$ cat src/rtl/sync_rr_pkt_arb.sv
// Clocked M-to-1 round-robin packet arbiter; grant held from first flit until tail handshake.
// Optional watchdog forced release is enabled by defining ARB_WDOG_EN.

module sync_rr_pkt_arb #(
  parameter int unsigned MR     = 4,
  parameter int unsigned WDOG_W = 8
) (
  input  logic                  clk,
  input  logic                  rst,
  input  logic [MR-1:0]         req,
  input  logic [MR-1:0]         eop,
  input  logic                  out_ack,
  output logic [MR-1:0]         gnt,
  output logic [$clog2(MR)-1:0] gnt_id,
  output logic                  busy,
  output logic                  wdog_err
);

  localparam int unsigned IdW = $clog2(MR);

  if (MR < 2 || WDOG_W < 1) begin : g_param_check
    $error("sync_rr_pkt_arb: MR must be >= 2 and WDOG_W >= 1");
  end

  typedef enum logic [0:0] {StIdle, StGrant} state_e;

  state_e           state_q, state_d;
  logic [IdW-1:0]   ptr_q, ptr_d;
  logic [MR-1:0]    gnt_q, gnt_d;
  logic [IdW-1:0]   gnt_id_q, gnt_id_d;
  logic             busy_q, busy_d;
  logic             wdog_err_q, wdog_err_d;
  logic             wdog_fire;

  // Returns {found, index} of the first set bit after p, wrapping, with p itself searched last.
  function automatic logic [IdW:0] rr_pick(input logic [MR-1:0] r, input logic [IdW-1:0] p);
    logic           found;
    logic [IdW-1:0] idx;
    int unsigned    j;
    found = 1'b0;
    idx   = '0;
    for (int unsigned k = 1; k <= MR; k++) begin
      j = (int'(p) + k) % MR;
      if (!found && r[j]) begin
        found = 1'b1;
        idx   = j[IdW-1:0];
      end
    end
    return {found, idx};
  endfunction

  function automatic logic [MR-1:0] to_onehot(input logic [IdW-1:0] idx);
    logic [MR-1:0] oh;
    oh      = '0;
    oh[idx] = 1'b1;
    return oh;
  endfunction

`ifdef ARB_WDOG_EN
  logic [WDOG_W-1:0] cnt_q, cnt_d;

  assign wdog_fire = (state_q == StGrant) && (&cnt_q) && !out_ack;

  // Any change of grant (new owner or release to idle) restarts the count.
  always_comb begin
    cnt_d = '0;
    if (state_q == StGrant && !out_ack && (gnt_d == gnt_q)) begin
      cnt_d = cnt_q + 1'b1;
    end
  end

  always_ff @(posedge clk) begin
    if (rst) begin
      cnt_q <= '0;
    end else begin
      cnt_q <= cnt_d;
    end
  end
`else
  assign wdog_fire = 1'b0;
`endif

  logic [IdW:0]  pick;
  logic [MR-1:0] req_masked;
  logic          release_own;

  always_comb begin
    state_d     = state_q;
    ptr_d       = ptr_q;
    gnt_d       = gnt_q;
    gnt_id_d    = gnt_id_q;
    busy_d      = busy_q;
    wdog_err_d  = 1'b0;
    req_masked  = req;
    release_own = 1'b0;
    pick        = '0;

    unique case (state_q)
      StIdle: begin
        pick = rr_pick(req, ptr_q);
        if (pick[IdW]) begin
          state_d  = StGrant;
          ptr_d    = pick[IdW-1:0];
          gnt_d    = to_onehot(pick[IdW-1:0]);
          gnt_id_d = pick[IdW-1:0];
          busy_d   = 1'b1;
        end
      end
      StGrant: begin
        release_own = (out_ack && eop[gnt_id_q]) || !req[gnt_id_q] || wdog_fire;
        if (release_own) begin
          // The releasing owner is excluded so it cannot win its own release cycle.
          req_masked = req & ~to_onehot(gnt_id_q);
          pick       = rr_pick(req_masked, ptr_q);
          wdog_err_d = wdog_fire;
          if (pick[IdW]) begin
            ptr_d    = pick[IdW-1:0];
            gnt_d    = to_onehot(pick[IdW-1:0]);
            gnt_id_d = pick[IdW-1:0];
          end else begin
            state_d  = StIdle;
            gnt_d    = '0;
            gnt_id_d = '0;
            busy_d   = 1'b0;
          end
        end
      end
      default: begin
        state_d  = StIdle;
        gnt_d    = '0;
        gnt_id_d = '0;
        busy_d   = 1'b0;
      end
    endcase
  end

  always_ff @(posedge clk) begin
    if (rst) begin
      state_q    <= StIdle;
      ptr_q      <= IdW'(MR - 1);
      gnt_q      <= '0;
      gnt_id_q   <= '0;
      busy_q     <= 1'b0;
      wdog_err_q <= 1'b0;
    end else begin
      state_q    <= state_d;
      ptr_q      <= ptr_d;
      gnt_q      <= gnt_d;
      gnt_id_q   <= gnt_id_d;
      busy_q     <= busy_d;
      wdog_err_q <= wdog_err_d;
    end
  end

  assign gnt      = gnt_q;
  assign gnt_id   = gnt_id_q;
  assign busy     = busy_q;
  assign wdog_err = wdog_err_q;

endmodule

$ cat config.mk
export PLATFORM = sky130hd
export DESIGN_NAME = sync_rr_pkt_arb
export DESIGN_NICKNAME = d
export VERILOG_FILES = /design/src/rtl/sync_rr_pkt_arb.sv
export SDC_FILE = /design/constraint.sdc
export NUM_CORES = 1
export LEC_CHECK = 0
export ABC_AREA = 0
export CORE_MARGIN = 1.5
export CORE_UTILIZATION = 25
export CTS_CLUSTER_SIZE = 12
export DETAILED_ROUTE_END_ITERATION = 8
export HOLD_SLACK_MARGIN = 0.03
export SLEW_MARGIN = 20
export SYNTH_ARGS = -nofsm -noshare
export SYNTH_HDL_FRONTEND = slang
export SYNTH_SLANG_ARGS = --single-unit
export TNS_END_PERCENT = 10
$ cat constraint.sdc
create_clock -name clk -period 3 [get_ports clk]
set_clock_uncertainty 0.15 [all_clocks]
set_input_delay 0.6 -clock clk [delete_from_list [all_inputs] [get_ports clk]]
set_output_delay 0.6 -clock clk [all_outputs]
set_load 0.01 [all_outputs]
### Word level (Yosys, flattened, before mapping)

Cells that the tools add are included.

| cells by class | value |
|---|---|
| add/subtract/negate cells | 4 |
| magnitude comparators | 10 |
| equal/unequal tests | 4 |
| multiplexer cells | 76 |
| bitwise operators | 3 |
| reductions and logical operators | 21 |

Operator list:

| operator | count |
|---|---|
| 1-bit two-way mux | 39 |
| 2-bit two-way mux | 16 |
| 2-bit by 3-bit < comparator with 1-bit output, second input constant | 7 |
| 1-bit binary-select mux with 2-bit select | 10 |
| 4-bit two-way mux | 3 |
| 1-bit logical AND | 10 |
| 2-bit one-hot mux with 2 select lines | 2 |
| 4-bit one-hot mux with 2 select lines | 1 |
| 1-bit zero test | 7 |
| 1-bit demux with 2-bit select | 3 |
| 2-bit by 1-bit >= comparator with 1-bit output, second input constant | 3 |
| 2-bit by 1-bit != test with 1-bit output, second input constant | 3 |
| 3-bit AND reduction | 2 |
| 2-bit by 1-bit adder with 2-bit output, second input constant | 2 |
| 2-bit adder, second input constant | 2 |
| 4-bit bitwise AND | 1 |
| 4-bit NOT | 1 |
| 1-bit one-hot mux with 2 select lines | 2 |
| 2-bit != test, second input constant | 1 |
| 2-bit AND reduction | 1 |
| 1-bit logical OR | 1 |
| 1-bit NOT | 1 |

| word-level totals | value |
|---|---|
| register bits after elaboration | 10 |
| input bits | 11 |
| output and inout port bits | 8 |
| logic and storage cells | 123 |

### Longest topological paths before layout

| depth | value |
|---|---|
| depth in word-level cells | 33 |
| depth in mapped cells | 7 |
| gate-level depth less buffers | 6 |

### Worst setup path after synthesis

OpenSTA, ideal clock, no wires.

| timing | value |
|---|---|
| path kind | input to register |
| start | in req[0] |
| end | reg ptr_q[0] |
| library setup time | 0.082 ns |
| arrival time | 1.833 ns |
| data required time | 2.768 ns |
| path slack | 0.935 ns |
| stages on the path | 7 |
| buffers on the path | 2 |
| cell sequence | buf_6 mux4_1 a21boi_4 a21oi_4 buf_6 nand3_1 o2111ai_1 |

| between the ends | value |
|---|---|
| cells in the longest elaborated chain, start to end | 24 |
| elaborated cells between the ends (all ways) | 72 |
| those cells by class | 3 x eq/ne; 53 x mux; 1 x bitwise; 15 x reduce/logical |

Ends and longest elaborated chain:

| what | RTL line | text |
|---|---|---|
| from (decl) | 10 | `input logic [MR-1:0] req,` |
| 4-bit bitwise AND | 113 | `req_masked = req & ~to_onehot(gnt_id_q);` |
| 1-bit binary-select mux with 2-bit select | 44 | `if (!found && r[j]) begin` |
| 1-bit two-way mux (implied by the code) | 44 |  |
| 1-bit two-way mux | 44 |  |
| 1-bit two-way mux | 111 | `if (release_own) begin` |
| 1-bit two-way mux | 98 | `unique case (state_q)` |
| 1-bit zero test | 44 |  |
| 1-bit logical AND | 44 |  |
| (+8 left out) | n/a |  |
| 1-bit zero test | 44 |  |
| 1-bit logical AND | 44 |  |
| 2-bit two-way mux | 44 |  |
| 2-bit two-way mux | 111 |  |
| 2-bit two-way mux | 98 |  |
| 2-bit two-way mux | 116 | `if (pick[IdW]) begin` |
| 2-bit two-way mux | 111 |  |
| 2-bit one-hot mux with 2 select lines | 98 |  |
| to (signal assigned) | 140 | `ptr_q <= IdW'(MR - 1);` |
| to (signal assigned) | 147 | `ptr_q <= ptr_d;` |
| to (decl) | 28 | `logic [IdW-1:0] ptr_q, ptr_d;` |

Parallel ways exist; a longest one is shown, timed or not. The select of a mux whose other input is x is not followed.
A chain may end at the register's enable or synchronous reset.

### Worst setup path after layout

| timing | value |
|---|---|
| start | in req[1] |
| end | reg gnt_id_q[1], in the netlist gnt_id[1] |

| between the ends | value |
|---|---|
| cells in the longest elaborated chain, start to end | 24 |
| elaborated cells between the ends (all ways) | 71 |
| those cells by class | 2 x eq/ne; 53 x mux; 1 x bitwise; 15 x reduce/logical |

Ends and longest elaborated chain:

| what | RTL line | text |
|---|---|---|
| 4-bit bitwise AND | 113 |  |
| 1-bit binary-select mux with 2-bit select | 44 |  |
| 1-bit two-way mux (implied by the code) | 44 |  |
| 1-bit two-way mux | 44 |  |
| 1-bit two-way mux | 111 |  |
| 1-bit two-way mux | 98 |  |
| 1-bit zero test | 44 |  |
| 1-bit logical AND | 44 |  |
| (+8 left out) | n/a |  |
| 1-bit zero test | 44 |  |
| 1-bit logical AND | 44 |  |
| 2-bit two-way mux / 1-bit two-way mux (equally long branches) | 44 |  |
| 2-bit two-way mux / 1-bit two-way mux (equally long branches) | 111 |  |
| 2-bit two-way mux / 1-bit two-way mux (equally long branches) | 98 |  |
| 2-bit two-way mux | 116 |  |
| 2-bit two-way mux | 111 |  |
| 2-bit one-hot mux with 2 select lines | 98 |  |
| to (signal assigned) | 149 | `gnt_id_q <= gnt_id_d;` |
| to (decl) | 30 | `logic [IdW-1:0] gnt_id_q, gnt_id_d;` |

Parallel ways exist; a longest one is shown, timed or not. The select of a mux whose other input is x is not followed.

==> flow_summary.json <==
{
  "internal_power_uw": 367,
  "worstSkewPairLatency_ps": 260,
  "critPathBufInv": 1,
  "min_to": "gnt[0]$_SDFFE_PP0P_",
  "gp_congestion": 0.836,
  "hold_buffers": 0,
  "power-per-cell-area_nw_per_um2": 525,
  "core_sq_um": 3360,
  "finalSetupViolations": 0,
  "power_frac_seq": 0.345,
  "ys_ff_latch": 10,
  "num_rows": 21,
  "yosysTopAreaCell": "dfxtp_1",
  "ant_nets": 0,
  "wl_met3_um": 113,
  "syn-num-nets": 117,
  "reg2regPathDepth": 5,
  "wire_per_inst_um": 12.1,
  "min_period_ps": 2580,
  "areaGrowthSynthToFinish_pct": 23.6,
  "clk_pin_slew_ps": 70,
  "dr_wl_met2_um": 948,
  "syn_area_per_cell_sq_um": 8.37,
  "grt_setup_unrepaired": "false",
  "min_path_cells": 2,
  "dp_cells": 162,
  "pwr-share-clk": 0.203,
  "dr.first_iter.drc_count": 24,
  "vias": 826,
  "critPathTopFamily": "compound AO/OA/AOI/OAI gates",
  "top_layer": "met3",
  "min-delay-start": "gnt[0]$_SDFFE_PP0P_",
  "r2r-start": "gnt_id[0]$_SDFFE_PP0P_",
  "routed_via_density": 4.98,
  "post_cts_buffers": 0,
  "dr.pass1.iters": 4,
  "clockRootBuffer": "clkbuf_4",
  "critPathRequiredTime_ps": 3030,
  "grt_overflow": 0,
  "path_cells": "clkdlybuf4s50_1, mux4_1, a21boi_4, a21oi_4, nor2_1, a211oi_1",
  "synth_area_leaders": "dfxtp_1, nand2b_1, inv_1",
  "cts.htree.levels": 1,
  "io_pins": 19,
  "fmax_ghz": 0.387,
  "synth_top_area_frac": 0.226,
  "crit_path_max_incr_delay_ps": 610,
  "synth_warnings": 0,
  "nets": 132,
  "io_buffers": 17,
  "post-place-ws_ps": 136,
  "ys_seq_area_frac": 0.226,
  "tightestPinTransition_ps": 633,
  "drc_errors": 0,
  "crit_type": "input port to flop",
  "grt_pass1_vias": 816,
  "worst_slack_ps": 418,
  "finalPower_uw": 576,
  "hold_viol": 0,
  "cp.arrival_ps": 2610,
  "met1Wirelength_um": 942,
  "utilization": 0.326,
  "die_w_um": 62.6,
  "wirelength_mm": 2.00,
  "slew_headroom": 0.577,
  "synth_area_sq_um": 887,
  "power.leakage_nw": 0.416,
  "drive_gt1_frac": 0.150,
  "pwr-share-comb": 0.453,
  "period_share": 0.861,
  "r2r-end": "gnt_id[1]$_SDFFE_PP0P_",
  "hold_path_class": "flop to flop",
  "drv_cap": 0,
  "die-area_sq_um": 3920,
  "die_h_um": 62.6,
  "cp_max_fo": 14,
  "end_kind": "flop",
  "status": "finished clean",
  "setup_tns_ps": 0,
  "post-dp-hpwl_mm": 1.52,
  "cts_tree": "done",
  "switching_share": 0.362,
  "antenna_found_initial": 0,
  "syn_inst": 106,
  "grt_max_degree": 15,
  "max-vdd-ir-drop_mv": 0.340,
  "cts_inserted_buffers": 3,
  "final_cells": 166,
  "track_usage": 0.103,
  "cts-resized-gates": 0,
  "start_kind": "input port",
  "n_antenna_cell": 0,
  "initial_utilization": 0.264,
  "crit_slowest_cell": "clkdlybuf4s50_1",
  "cts_buffer_depth": 2,
  "clkSinkCount": 10,
  "finalMaxSlewViolations": 0,
  "ys_types": 47,
  "switchingPower_uw": 209,
  "regToRegSetupSlack_ps": 690,
  "grt_pass1_wl_mm": 3.38
}
[final cells by class]
cell class                 instances  area (sq um)
timing repair buffer              18           178
inverter                          10          37.5
clock buffer                       4          36.3
tap                               46          57.6
sequential                        10           200
multi-input combinational         78           587
fill                             399          2270
[cells by family after synthesis]
family | synth area share
AOI/OAI and AO/OA | 0.368
adders and majority gates | 0.0127
buffers and inverters | 0.113
DFF | 0.226
muxes | 0.0790
other | 0.00423
and+or+nand+nor | 0.197
[worst max-delay path by stage]
| stage | from | endpoint | cells past startpoint |
|---|---|---|---|
| 6_report | req[1] | gnt_id[1]$_SDFFE_PP0P_ | 6 |
| 3_3_place_gp | req[1] | gnt_id[1]$_SDFFE_PP0P_ | 6 |
| 4_1_cts | req[1] | gnt_id[1]$_SDFFE_PP0P_ | 6 |
| 5_1_grt | req[1] | gnt_id[1]$_SDFFE_PP0P_ | 6 |
| 2_1_floorplan | req[0] | ptr_q[0]$_SDFFE_PP1P_ | 7 |
| 3_5_place_dp | req[1] | gnt_id[1]$_SDFFE_PP0P_ | 6 |
[sequential cells by signal, summed over array words and instances, names as in the netlist]
| name | count |
|---|---|
| gnt | 4 |
| ptr_q | 2 |
| busy | 1 |
| gnt_id | 2 |
| state_q | 1 |
[cells in the final DEF (no fill, tap or decap), types with 2 or more instances in the layout]
cell,instances
inv_1,9
nor2_1,8
a31oi_1,4
nor2b_1,2
o32a_1,2
o21ai_1,4
nand2b_1,6
a221oi_1,2
clkbuf_4,3
a21o_1,2
o221ai_1,2
nand2_1,5
a21oi_1,5
nand3_1,4
clkdlybuf4s50_1,17
o21ai_0,5
dfxtp_1,10
[stage by stage]
stage | hold slack, ps | cell area, sq um
4_1_cts | 382 | 1100
3_3_place_gp | 366 | 1060
2_1_floorplan | 384 | 887
5_1_grt | 408 | 1100
3_5_place_dp | 370 | 1060
6_report | 377 | 1100
[worst register-to-register path, delay by kind of cell, from the launching register on]
family | cells | cell delay [ps]
flip-flops | 1 | 650
AND/OR/NAND/NOR | 1 | 70
AO/OA/AOI/OAI | 3 | 730
multiplexers | 1 | 620
[power groups by stage]
stage / sequential [mW] / combinational [mW] / clock [mW]
after floorplan: 0.188 / 0.206 / 0
after detailed placement: 0.202 / 0.261 / 0
after CTS: 0.199 / 0.262 / 0.120
final: 0.198 / 0.261 / 0.117
after global placement: 0.201 / 0.259 / 0
after global routing: 0.204 / 0.286 / 0.128
[cells in the mapped netlist, drive strengths merged]
cell type	count
o2111ai	1
mux2i	1
and2	1
o32ai	2
nand2b	6
nor2b	2
o21ai	9
a311oi	1
nand3b	1
a31oi	4
or2	2
o32a	2
buf	7
o2111a	1
clkbuf	1
inv	10
nor4	1
dfxtp	10
mux2	1
a211oi	3
mux4	2
maj3	1
a21boi	1
conb	1
o221a	1
nand2	6
a22oi	1
nor2	8
nand3	4
and2b	1
a21oi	7
nor3b	1
a21o	2
a221oi	2
o221ai	2
[routing by layer]
layer | track usage | up-vias
met5 | 0 | -
met4 | 0.0167 | 0
met3 | 0.0324 | 0
met2 | 0.177 | 22
met1 | 0.127 | 384
li1 | - | 420
No activity file was read; power rests on OpenSTA's default activity.
